[src/rtl/serial_word_capture_if.sv]
// Serial-bit input and captured-word output bundle for serial_word_capture.
interface serial_word_capture_if #(
   parameter int unsigned WORD_WIDTH = 4
);
   logic                  i_bit_in;
   logic                  i_bit_en;
   logic                  i_out_ready;
   logic [WORD_WIDTH-1:0] o_word_out;
   logic                  o_out_valid;
   logic                  o_parity_err;
   logic                  o_framing_err;
   logic                  o_overrun;
   logic                  o_busy;

   // Capture block side: consumes serial bits, produces words
   modport slave (
      input  i_bit_in, i_bit_en, i_out_ready,
      output o_word_out, o_out_valid, o_parity_err, o_framing_err, o_overrun, o_busy
   );

   // Environment side: drives serial bits, consumes words
   modport master (
      output i_bit_in, i_bit_en, i_out_ready,
      input  o_word_out, o_out_valid, o_parity_err, o_framing_err, o_overrun, o_busy
   );
endinterface

[src/rtl/serial_word_capture.sv]
// Recovers start/data/parity/stop frames from a serial bit stream and
// presents each good word on a valid/ready output with error flags.
module serial_word_capture #(
   parameter int unsigned WORD_WIDTH = 4,
   parameter int unsigned MSB_FIRST  = 1,
   parameter int unsigned PARITY_EN  = 1,
   parameter int unsigned PARITY_ODD = 0
) (
   input  logic                     clk,
   input  logic                     sclr,
   serial_word_capture_if.slave     bus
);

   localparam int unsigned CNT_W = $clog2(WORD_WIDTH);
   localparam logic [CNT_W-1:0] LAST_BIT = CNT_W'(WORD_WIDTH - 1);

   typedef enum logic [1:0] {
      ST_IDLE   = 2'd0,
      ST_DATA   = 2'd1,
      ST_PARITY = 2'd2,
      ST_STOP   = 2'd3
   } state_t;

   state_t                r_state;
   logic [CNT_W-1:0]      r_cnt;
   logic [WORD_WIDTH-1:0] r_asm;
   logic                  r_pbit;
   logic [WORD_WIDTH-1:0] r_word;
   logic                  r_valid;
   logic                  r_perr;
   logic                  r_ferr;
   logic                  r_ovr;
   logic                  r_busy;

   state_t                w_state_nxt;
   logic [CNT_W-1:0]      w_cnt_nxt;
   logic [WORD_WIDTH-1:0] w_asm_nxt;
   logic                  w_pbit_nxt;
   logic [WORD_WIDTH-1:0] w_word_nxt;
   logic                  w_valid_nxt;
   logic                  w_perr_nxt;
   logic                  w_ferr_nxt;
   logic                  w_ovr_nxt;
   logic [WORD_WIDTH-1:0] w_shift;
   logic                  w_perr_calc;

   // Next assembly value and parity verdict for the word being assembled
   always_comb begin
      w_shift = (MSB_FIRST != 0) ? {r_asm[WORD_WIDTH-2:0], bus.i_bit_in}
                                 : {bus.i_bit_in, r_asm[WORD_WIDTH-1:1]};
      w_perr_calc = (PARITY_EN != 0) && (((^r_asm) ^ r_pbit) != 1'(PARITY_ODD));
   end

   // Frame FSM next state, output-slot handshake and delivery
   always_comb begin
      w_state_nxt = r_state;
      w_cnt_nxt   = r_cnt;
      w_asm_nxt   = r_asm;
      w_pbit_nxt  = r_pbit;
      w_word_nxt  = r_word;
      w_valid_nxt = r_valid;
      w_perr_nxt  = r_perr;
      w_ferr_nxt  = 1'b0;
      w_ovr_nxt   = r_ovr;

      if (r_valid && bus.i_out_ready) begin
         w_valid_nxt = 1'b0;
      end

      if (bus.i_bit_en) begin
         case (r_state)
            ST_IDLE: begin
               if (!bus.i_bit_in) begin
                  w_state_nxt = ST_DATA;
                  w_cnt_nxt   = '0;
               end
            end
            ST_DATA: begin
               w_asm_nxt = w_shift;
               w_cnt_nxt = r_cnt + CNT_W'(1);
               if (r_cnt == LAST_BIT) begin
                  w_state_nxt = (PARITY_EN != 0) ? ST_PARITY : ST_STOP;
               end
            end
            ST_PARITY: begin
               w_pbit_nxt  = bus.i_bit_in;
               w_state_nxt = ST_STOP;
            end
            ST_STOP: begin
               w_state_nxt = ST_IDLE;
               if (bus.i_bit_in) begin
                  // A slot being accepted on this same edge counts as free
                  if (!r_valid || bus.i_out_ready) begin
                     w_word_nxt  = r_asm;
                     w_perr_nxt  = w_perr_calc;
                     w_valid_nxt = 1'b1;
                  end else begin
                     w_ovr_nxt = 1'b1;
                  end
               end else begin
                  w_ferr_nxt = 1'b1;
               end
            end
            default: w_state_nxt = ST_IDLE;
         endcase
      end
   end

   // State and output registers with synchronous clear
   always_ff @(posedge clk) begin
      if (sclr) begin
         r_state <= ST_IDLE;
         r_cnt   <= '0;
         r_asm   <= '0;
         r_pbit  <= 1'b0;
         r_word  <= '0;
         r_valid <= 1'b0;
         r_perr  <= 1'b0;
         r_ferr  <= 1'b0;
         r_ovr   <= 1'b0;
         r_busy  <= 1'b0;
      end else begin
         r_state <= w_state_nxt;
         r_cnt   <= w_cnt_nxt;
         r_asm   <= w_asm_nxt;
         r_pbit  <= w_pbit_nxt;
         r_word  <= w_word_nxt;
         r_valid <= w_valid_nxt;
         r_perr  <= w_perr_nxt;
         r_ferr  <= w_ferr_nxt;
         r_ovr   <= w_ovr_nxt;
         r_busy  <= (w_state_nxt != ST_IDLE);
      end
   end

   assign bus.o_word_out    = r_word;
   assign bus.o_out_valid   = r_valid;
   assign bus.o_parity_err  = r_perr;
   assign bus.o_framing_err = r_ferr;
   assign bus.o_overrun     = r_ovr;
   assign bus.o_busy        = r_busy;

endmodule
[src/flat_wrapper.sv]
// flat-port wrapper written by rule: the top's interface ports become plain ports
module serial_word_capture_flat 
#(
   parameter int unsigned WORD_WIDTH = 4,
   parameter int unsigned MSB_FIRST  = 1,
   parameter int unsigned PARITY_EN  = 1,
   parameter int unsigned PARITY_ODD = 0
)
  (clk, sclr, bus_i_bit_in, bus_i_bit_en, bus_i_out_ready, bus_o_word_out, bus_o_out_valid, bus_o_parity_err, bus_o_framing_err, bus_o_overrun, bus_o_busy);
  serial_word_capture_if #(.WORD_WIDTH(WORD_WIDTH)) bus_i ();
  input  logic clk;
  input  logic sclr;
  input wire logic [$bits(bus_i.i_bit_in)-1:0] bus_i_bit_in;
  input wire logic [$bits(bus_i.i_bit_en)-1:0] bus_i_bit_en;
  input wire logic [$bits(bus_i.i_out_ready)-1:0] bus_i_out_ready;
  output wire logic [$bits(bus_i.o_word_out)-1:0] bus_o_word_out;
  output wire logic [$bits(bus_i.o_out_valid)-1:0] bus_o_out_valid;
  output wire logic [$bits(bus_i.o_parity_err)-1:0] bus_o_parity_err;
  output wire logic [$bits(bus_i.o_framing_err)-1:0] bus_o_framing_err;
  output wire logic [$bits(bus_i.o_overrun)-1:0] bus_o_overrun;
  output wire logic [$bits(bus_i.o_busy)-1:0] bus_o_busy;
  assign bus_i.i_bit_in = bus_i_bit_in;
  assign bus_i.i_bit_en = bus_i_bit_en;
  assign bus_i.i_out_ready = bus_i_out_ready;
  assign bus_o_word_out = bus_i.o_word_out;
  assign bus_o_out_valid = bus_i.o_out_valid;
  assign bus_o_parity_err = bus_i.o_parity_err;
  assign bus_o_framing_err = bus_i.o_framing_err;
  assign bus_o_overrun = bus_i.o_overrun;
  assign bus_o_busy = bus_i.o_busy;
  serial_word_capture #(.WORD_WIDTH(WORD_WIDTH), .MSB_FIRST(MSB_FIRST), .PARITY_EN(PARITY_EN), .PARITY_ODD(PARITY_ODD)) u_core (.clk(clk), .sclr(sclr), .bus(bus_i));
endmodule
[config.mk]
export PLATFORM = sky130hd
export DESIGN_NAME = serial_word_capture_flat
export DESIGN_NICKNAME = d
export VERILOG_FILES = /design/src/rtl/serial_word_capture_if.sv /design/src/rtl/serial_word_capture.sv /design/src/flat_wrapper.sv
export SDC_FILE = /design/constraint.sdc
export NUM_CORES = 1
export LEC_CHECK = 0
export BUFFER_PORTS_ARGS = -buffer_cell sky130_fd_sc_hd__buf_2
export CAP_MARGIN = 20
export CORE_MARGIN = 5
export CORE_UTILIZATION = 40
export DETAILED_ROUTE_END_ITERATION = 16
export PLACE_DENSITY = 0.71
export SYNTH_ARGS = -nofsm -noshare
export SYNTH_HDL_FRONTEND = slang
export SYNTH_SLANG_ARGS = --single-unit
export TNS_END_PERCENT = 1
[constraint.sdc]
create_clock -name clk -period 1.7 [get_ports clk]
set_input_delay 0.085 -clock clk [delete_from_list [all_inputs] [get_ports clk]]
set_output_delay 0.085 -clock clk [all_outputs]
set_load 0.01 [all_outputs]
==> results of run 1 <==
==> metal layers <==
| metal | track usage | routed length (um) | up-vias | share of wire |
|---|---|---|---|---|
| li1 | - | - | 288 | - |
| met1 | 0.115 | 517 | 254 | 0.43 |
| met2 | 0.174 | 627 | 10 | 0.52 |
| met3 | 0.0256 | 40 | 2 | 0.033 |
| met4 | 0.0638 | 22 | 0 | 0.018 |
| met5 | 0 | 0 | - | 0 |
==> area by class of cell <==
type	instances	area share
Sequential cell	18	0.426
Clock buffer	4	0.0429
Tap cell	25	0.0370
Timing Repair Buffer	15	0.0947
Multi-Input combinational cell	54	0.399
==> cell families after synthesis <==
family / Yosys count
DFF: 18
buffers and inverters: 4
muxes: 6
AOI/OAI and AO/OA: 14
adders and majority gates: 1
and+or+nand+nor: 30
xor gates and xnor gates: 3
==> worst max path at each step <==
stage	from	end	slack [ns]	depth (start not counted)
2_1_floorplan	u_core.r_asm[3]$_SDFFE_PP0P_	u_core.bus.o_parity_err$_SDFFE_PP0P_	0.58	4
3_3_place_gp	u_core.r_state[0]$_SDFF_PP0_	u_core.bus.o_word_out[1]$_SDFFE_PP0P_	0.46	5
3_5_place_dp	u_core.r_state[0]$_SDFF_PP0_	u_core.bus.o_word_out[1]$_SDFFE_PP0P_	0.47	5
4_1_cts	u_core.r_state[0]$_SDFF_PP0_	u_core.bus.o_word_out[1]$_SDFFE_PP0P_	0.43	5
5_1_grt	u_core.r_state[0]$_SDFF_PP0_	u_core.r_asm[1]$_SDFFE_PP0P_	0.28	4
6_report	u_core.r_state[0]$_SDFF_PP0_	u_core.r_asm[1]$_SDFFE_PP0P_	0.46	4
==> cells in the final DEF, fill, tap and decap left out <==
cell,instances
a21oi_1,8
or2_2,1
nor2b_1,1
nand4_1,1
xor2_1,1
clkbuf_8,1
nor4b_1,1
nor2_1,12
buf_2,13
o21ba_2,1
nand2_1,6
nand4b_1,1
a22oi_1,1
mux2i_1,6
nand2b_1,3
clkbuf_4,3
o21ai_0,4
dfxtp_1,18
xnor2_1,1
xnor3_1,1
nor3_1,2
nand3b_1,2
buf_4,2
ha_1,1
==> report_power, final <==
part / switching [mW] / leakage, nW / internal (mW)
Combinational: 0.0202 / 0.183 / 0.0127
Sequential: 0.00414 / 0.146 / 0.427
Clock: 0.123 / 0.0210 / 0.130
Total: 0.147 / 0.350 / 0.570
==> worst register-to-register path: stages (launching register included) <==
cell     delay [ns]
dfxtp_1        0.41
nand2_1        0.20
nor2_1         0.34
nand2_1        0.10
a21oi_1        0.13
==> state kept, by name (all words and copies together) (netlist names) <==
signal	flops
u_core.bus.o_busy	1
u_core.bus.o_framing_err	1
u_core.bus.o_out_valid	1
u_core.bus.o_overrun	1
u_core.bus.o_parity_err	1
u_core.bus.o_word_out	4
u_core.r_asm	4
u_core.r_cnt	2
u_core.r_pbit	1
u_core.r_state	2
==> per-stage QoR <==
stage	hold slack, ns	utilization	std cells	total power, mW	cell area (um2)
final	0.0511	0.495	116	0.717	846
after CTS	0.0297	0.495	116	0.730	846
after global routing	0.0322	0.495	116	0.754	846
after detailed placement	0.345	0.474	112	0.474	810
after global placement	0.355	0.474	112	0.474	810
after floorplan	0.162	-	76	0.461	718
==> cell usage after synthesis (2+ instances only) <==
master    number
dfxtp_1       18
nor2_1        12
a21oi_1        8
mux2i_1        6
nand2_1        6
o21ai_0        4
nand2b_1       3
clkbuf_1       2
nand3b_1       2
nor3_1         2
==> impl_results.md, run 1 <==
* Critical Path End Type: flop
* Via density at 4.78
* Max Freq at 805 MHz
* Syn avg cell area at 9.45 um2
* Post-Syn Area at 718 um2
* Starting Density at 0.421
* Max Cap Viol at 0
* RePlAce Congestion at 0.710
* RR Startpoint: u_core.r_state[0]$_SDFF_PP0_
* Crit Path Class: reg2reg
* Slowest Stage Delay on Critical Path at 0.41 ns
* WHS Endpoint: u_core.bus.o_framing_err$_SDFF_PP0_
* Synth Area in XOR/XNOR at 0.0557
* Cell repeated most along the worst path: nand2_1
* Routed WL at 1210 um
* Core ar. at 0.00171 mm2
* Fillcell total at 170
* GRT Total Usage at 0.103
* Clock Skews at 0.00303 ns
* Final period demand of the worst path at 1.24 ns
* Area grow syn2layout at 17.8%
* Worst endpoint required time at 1.92 ns
* # DRC at 0
* Hold Path Depth at 2
* Initial antenna violation count at 0
* Root buf cell: clkbuf_4
* Vias in the first global route at 496
* Worst-Margin Slew at 0.357 ns
* Yosys cell types at 23
* Layout Nets at 98
* Wire per inst at 10.4 um
* Clock Latency Late Sink at 0.28 ns
* Arr. time, crit path at 1.46 ns
* Layout cell share with drive strength beyond 1 at 0.231
* Die W at 52.4 um
* Pwr/cell area at 847 mW/mm2
* Chip height at 52.4 um
* Setup WS post-layout at 0.457 ns
* Inserted Clock Buffers at 3
* Buf+Inv Stages, Crit Path at 0
* First-pass GRT wire length at 2080 um
* Routed via count at 554
* Fin. max-slew vios at 0
* Adder-Cell Fraction of Synth Area at 0.0174
* Flop2flop setup slack at 0.46 ns
* Pin count of the biggest net entering global routing at 18
* Hold path start: bus_i_bit_in
* Synth Area in Compound Gates at 0.108
* Status: complete, no violations
* Synth area leader: dfxtp_1
* Ys Warns at 0
* Clock tree from TritonCTS: built
* Setup-failing EPs final at 0
* Top cell type's share of synthesized area at 0.502
* Min-Delay Path Class: in2reg
* Top FF cell, synth: dfxtp_1
* Number of synthesized register bits at 18
* Slew HR at 0.761
* Peak supply drop at 0.468 mV
* Post-synthesis mux area share at 0.0836
* Pre-CTS setup slack at 0.465 ns
* Synth Instances at 76
* Register area share after synthesis at 0.502
* Drt initial violations at 15
* Pleak at 0.350 nW
* Synth Area in Simple Gates at 0.206
* Drt first pass iters at 4
* Setup Total Neg Slack at 0 ns
* Nature of the critical path startpoint: flop
* Worst-path cell chain: nand2_1, nor2_1, nand2_1, a21oi_1
* RR Endpoint: u_core.r_asm[1]$_SDFFE_PP0P_
* CP delay by family, top: simple AND/OR/NAND/NOR gates
* Port Buf Inserts at 13
* # hold bufs at CTS at 0
* Hpwl dp at 905 um
* Post-synth ARST share at 0
* Cell at the slowest stage of the critical path: dfxtp_1
* Final hold viol count at 0
* Unrepaired setup endpoints after global routing: false
* Row Count at 15
* Ranking of synthesized cells by area: dfxtp_1 (50%), mux2i_1 (8.4%), nor2_1 (6.3%), a21oi_1 (5.6%), nand2_1 (3.1%)
* Syn Nets at 82
* Sequential cell area at 360 um2
* Final Cycle Share at 0.731
* Postcts setup bufs at 0
* Max Root-Sink Buffers at 2
* Clock sinks at 18
* Grt ovf at 0
* Io pins at 14
* H-tree Lvls at 1
* Final ANT Viol Nets at 0
* Resize count post-CTS at 0
* Main combinational cell family by area after synthesis: simple AND/OR/NAND/NOR gates
* Crit Path Max Fanout at 9
* Diode count at 0
* EDFF count, synth at 0
* Worst reg2reg path depth at 4
* Die ar. at 0.00274 mm2
* Area occupied by multi-input gates at 338 um2
* Worst-path clk slew at 0.10 ns
(Power assumes the default switching activity.)
==> run 2, diff against run 1 <==
- clock period: 1.7 -> 1.27 ns (I/O delays scaled with it)
==> impl_results.md, run 2 (synthesized netlist as in run 1, its figures left out) <==
* Commonest cells after routing, fill and taps aside: buf_2 (13), dfxtp_1 (13), nor2_1 (12)
* Starting Density at 0.421 (unchanged)
* Fin area at 877 um2 (+3.7%)
* Die W at 52.4 um (unchanged)
* Chip height at 52.4 um (unchanged)
* Clock Skews at 0.00475 ns (+0.00172 ns)
* Pre-CTS setup slack at -0.00123 ns (-0.466 ns)
* # DRC at 0 (unchanged)
* Pin count of the biggest net entering global routing at 18 (unchanged)
* Inserted Clock Buffers at 3 (unchanged)
* H-tree Lvls at 1 (unchanged)
* Final Cycle Share at 0.942 (+0.211)
* Initial antenna violation count at 0 (unchanged)
* Post-Place Cell Area at 825 um2 (+1.9%)
* Area grow syn2layout at 22.1%
* Routed WL at 1390 um (+15%)
* Status: complete, no violations
* Fin. max-slew vios at 0 (unchanged)
* RR Startpoint: u_core.r_state[0]$_SDFF_PP0_
* Grt ovf at 0 (unchanged)
* Final hold viol count at 0 (unchanged)
* Clock Latency Late Sink at 0.29 ns (about the same)
* Crit Path Class: reg2reg
* # hold bufs at CTS at 0 (unchanged)
* Clock tree from TritonCTS: built
* Arr. time, crit path at 1.38 ns (-0.08 ns)
* Layout cell share with drive strength beyond 1 at 0.309 (+0.0777)
* DR WL met3 at 51 um (+28%)
* Logic pwr share at 0.048 (+0.002)
* Wire per inst at 11.7 um (+12%)
* Psw at 204 uW (+38%)
* Worst reg2reg path depth at 5 (+1)
* Unrepaired setup endpoints after global routing: true
* Row Count at 15 (unchanged)
* Slew HR at 0.747 (-0.0138)
* Setup WS post-layout at 0.0738 ns (-0.383 ns)
* Port Buf Inserts at 13 (unchanged)
* Final non-filler cell total at 119 (+2.6%)
* Max Freq at 836 MHz (+3.9%)
* WHS Endpoint: u_core.bus.o_framing_err$_SDFF_PP0_
* Vias in the first global route at 517 (+4.2%)
* Final ANT Viol Nets at 0 (unchanged)
* Final period demand of the worst path at 1.20 ns (-0.0466 ns)
* Fillcell total at 157 (-7.6%)
* Peak supply drop at 0.722 mV (+54%)
* Die ar. at 0.00274 mm2 (unchanged)
* Seq pwr share at 0.596 (-0.005)
* Clock sinks at 18 (unchanged)
* Routed via count at 579 (+4.5%)
* RR Endpoint: u_core.bus.o_word_out[0]$_SDFFE_PP0P_
* Root buf cell: clkbuf_4
* Setup-failing EPs final at 0 (unchanged)
* Diode count at 0 (unchanged)
* Via density at 4.87 (+1.9%)
* Drt initial violations at 11 (-4)
* Worst-Margin Slew at 0.378 ns (+0.0206 ns)
* Hpwl dp at 946 um (+4.5%)
* Pleak at 0.366 nW (+4.7%)
* Pwr/cell area at 1100 mW/mm2 (+30%)
* Internal power at 763 uW (+34%)
* Nature of the critical path startpoint: flop
* Hold Path Depth at 2 (unchanged)
* M1 WL at 592 um (+15%)
* Clock share of power at 0.356 (+0.003)
* Max Root-Sink Buffers at 2 (unchanged)
* Min-Delay Path Class: in2reg
* Flop2flop setup slack at 0.07 ns (-0.38 ns)
* Core ar. at 0.00171 mm2 (unchanged)
* Critical Path End Type: flop
* First-pass GRT wire length at 2330 um (+12%)
* Worst-path clk slew at 0.10 ns (about the same)
* GRT Total Usage at 0.117 (+0.0140)
* Top layer used by detailed routing: met4
* RePlAce Congestion at 0.717 (+0.89%)
* Post-layout util at 0.514 (+0.0183)
* Worst endpoint required time at 1.46 ns (-0.46 ns)
* Drt first pass iters at 4 (unchanged)
* Sw Share at 0.211 (+0.00536)
* Hold path start: bus_i_bit_in
* Io pins at 14 (unchanged)
* Wire length on met2 at 706 um (+13%)
* Max Cap Viol at 0 (unchanged)
* Crit Path Max Fanout at 6 (-3)
* Layout Nets at 101 (+3.1%)
* Dpl cells at 114 (+1.8%)
* Setup Total Neg Slack at 0 ns (unchanged)
run 2: through the flow:
| step | total power [mW] | hold WS (ns) |
|---|---|---|
| floorplan | 0.617 | 0.140 |
| global placement | 0.636 | 0.326 |
| detailed placement | 0.637 | 0.319 |
| CTS | 0.982 | 0.00563 |
| global route | 1.02 | -0.000274 |
| finish | 0.966 | 0.0127 |
run 2: final cells by class:
type / count / area, um2 / area share
clock buffers: 4 / 36.3 / 0.0414
multi-input cells: 54 / 338 / 0.385
repair buffers: 18 / 103 / 0.117
well taps: 25 / 31.3 / 0.0357
flip-flops and latches: 18 / 369 / 0.421
run 2: worst max path at each step:
| stage | start | to | slack, ns |
|---|---|---|---|
| floorplan | u_core.r_asm[3]$_SDFFE_PP0P_ | u_core.bus.o_parity_err$_SDFFE_PP0P_ | 0.15 |
| global placement | u_core.r_state[1]$_SDFF_PP0_ | u_core.bus.o_word_out[2]$_SDFFE_PP0P_ | 0.06 |
| detailed placement | u_core.r_state[1]$_SDFF_PP0_ | u_core.bus.o_word_out[0]$_SDFFE_PP0P_ | -0.001 |
| CTS | u_core.r_state[0]$_SDFF_PP0_ | u_core.bus.o_word_out[0]$_SDFFE_PP0P_ | 0.03 |
| global route | u_core.r_state[1]$_SDFF_PP0_ | u_core.bus.o_word_out[0]$_SDFFE_PP0P_ | -0.03 |
| finish | u_core.r_state[0]$_SDFF_PP0_ | u_core.bus.o_word_out[0]$_SDFFE_PP0P_ | 0.07 |
run 2: worst max-delay path, cell delays in order, from the launching register on:
cell and delay [ns]:
dfxtp_2 0.38, nand4_1 0.14, nor2b_1 0.14, buf_4 0.17
mux2i_1 0.21, nor2_1 0.05
run 2: layer usage:
metal,track usage,up-vias
met4,0.0766,0
met2,0.180,13
met5,0,-
met3,0.0256,4
li1,-,297
met1,0.146,265
run 2: repair_timing:
| item | 4_1_cts | 5_1_grt |
|---|---|---|
| buffers inserted | 0 | 1 |
| pin swaps | 0 | 2 |
| endpoints found under the setup margin | 1 | 6 |
| cloned | 0 | 0 |
| resized for setup | 1 | 5 |
run 2: power groups by stage:
| stage | registers (mW) | clock network (mW) | logic, mW |
|---|---|---|---|
| after CTS | 0.577 | 0.358 | 0.0470 |
| after floorplan | 0.590 | 0 | 0.0269 |
| after global placement | 0.590 | 0 | 0.0461 |
| final | 0.575 | 0.344 | 0.0466 |
| after global routing | 0.577 | 0.390 | 0.0530 |
| after detailed placement | 0.590 | 0 | 0.0468 |
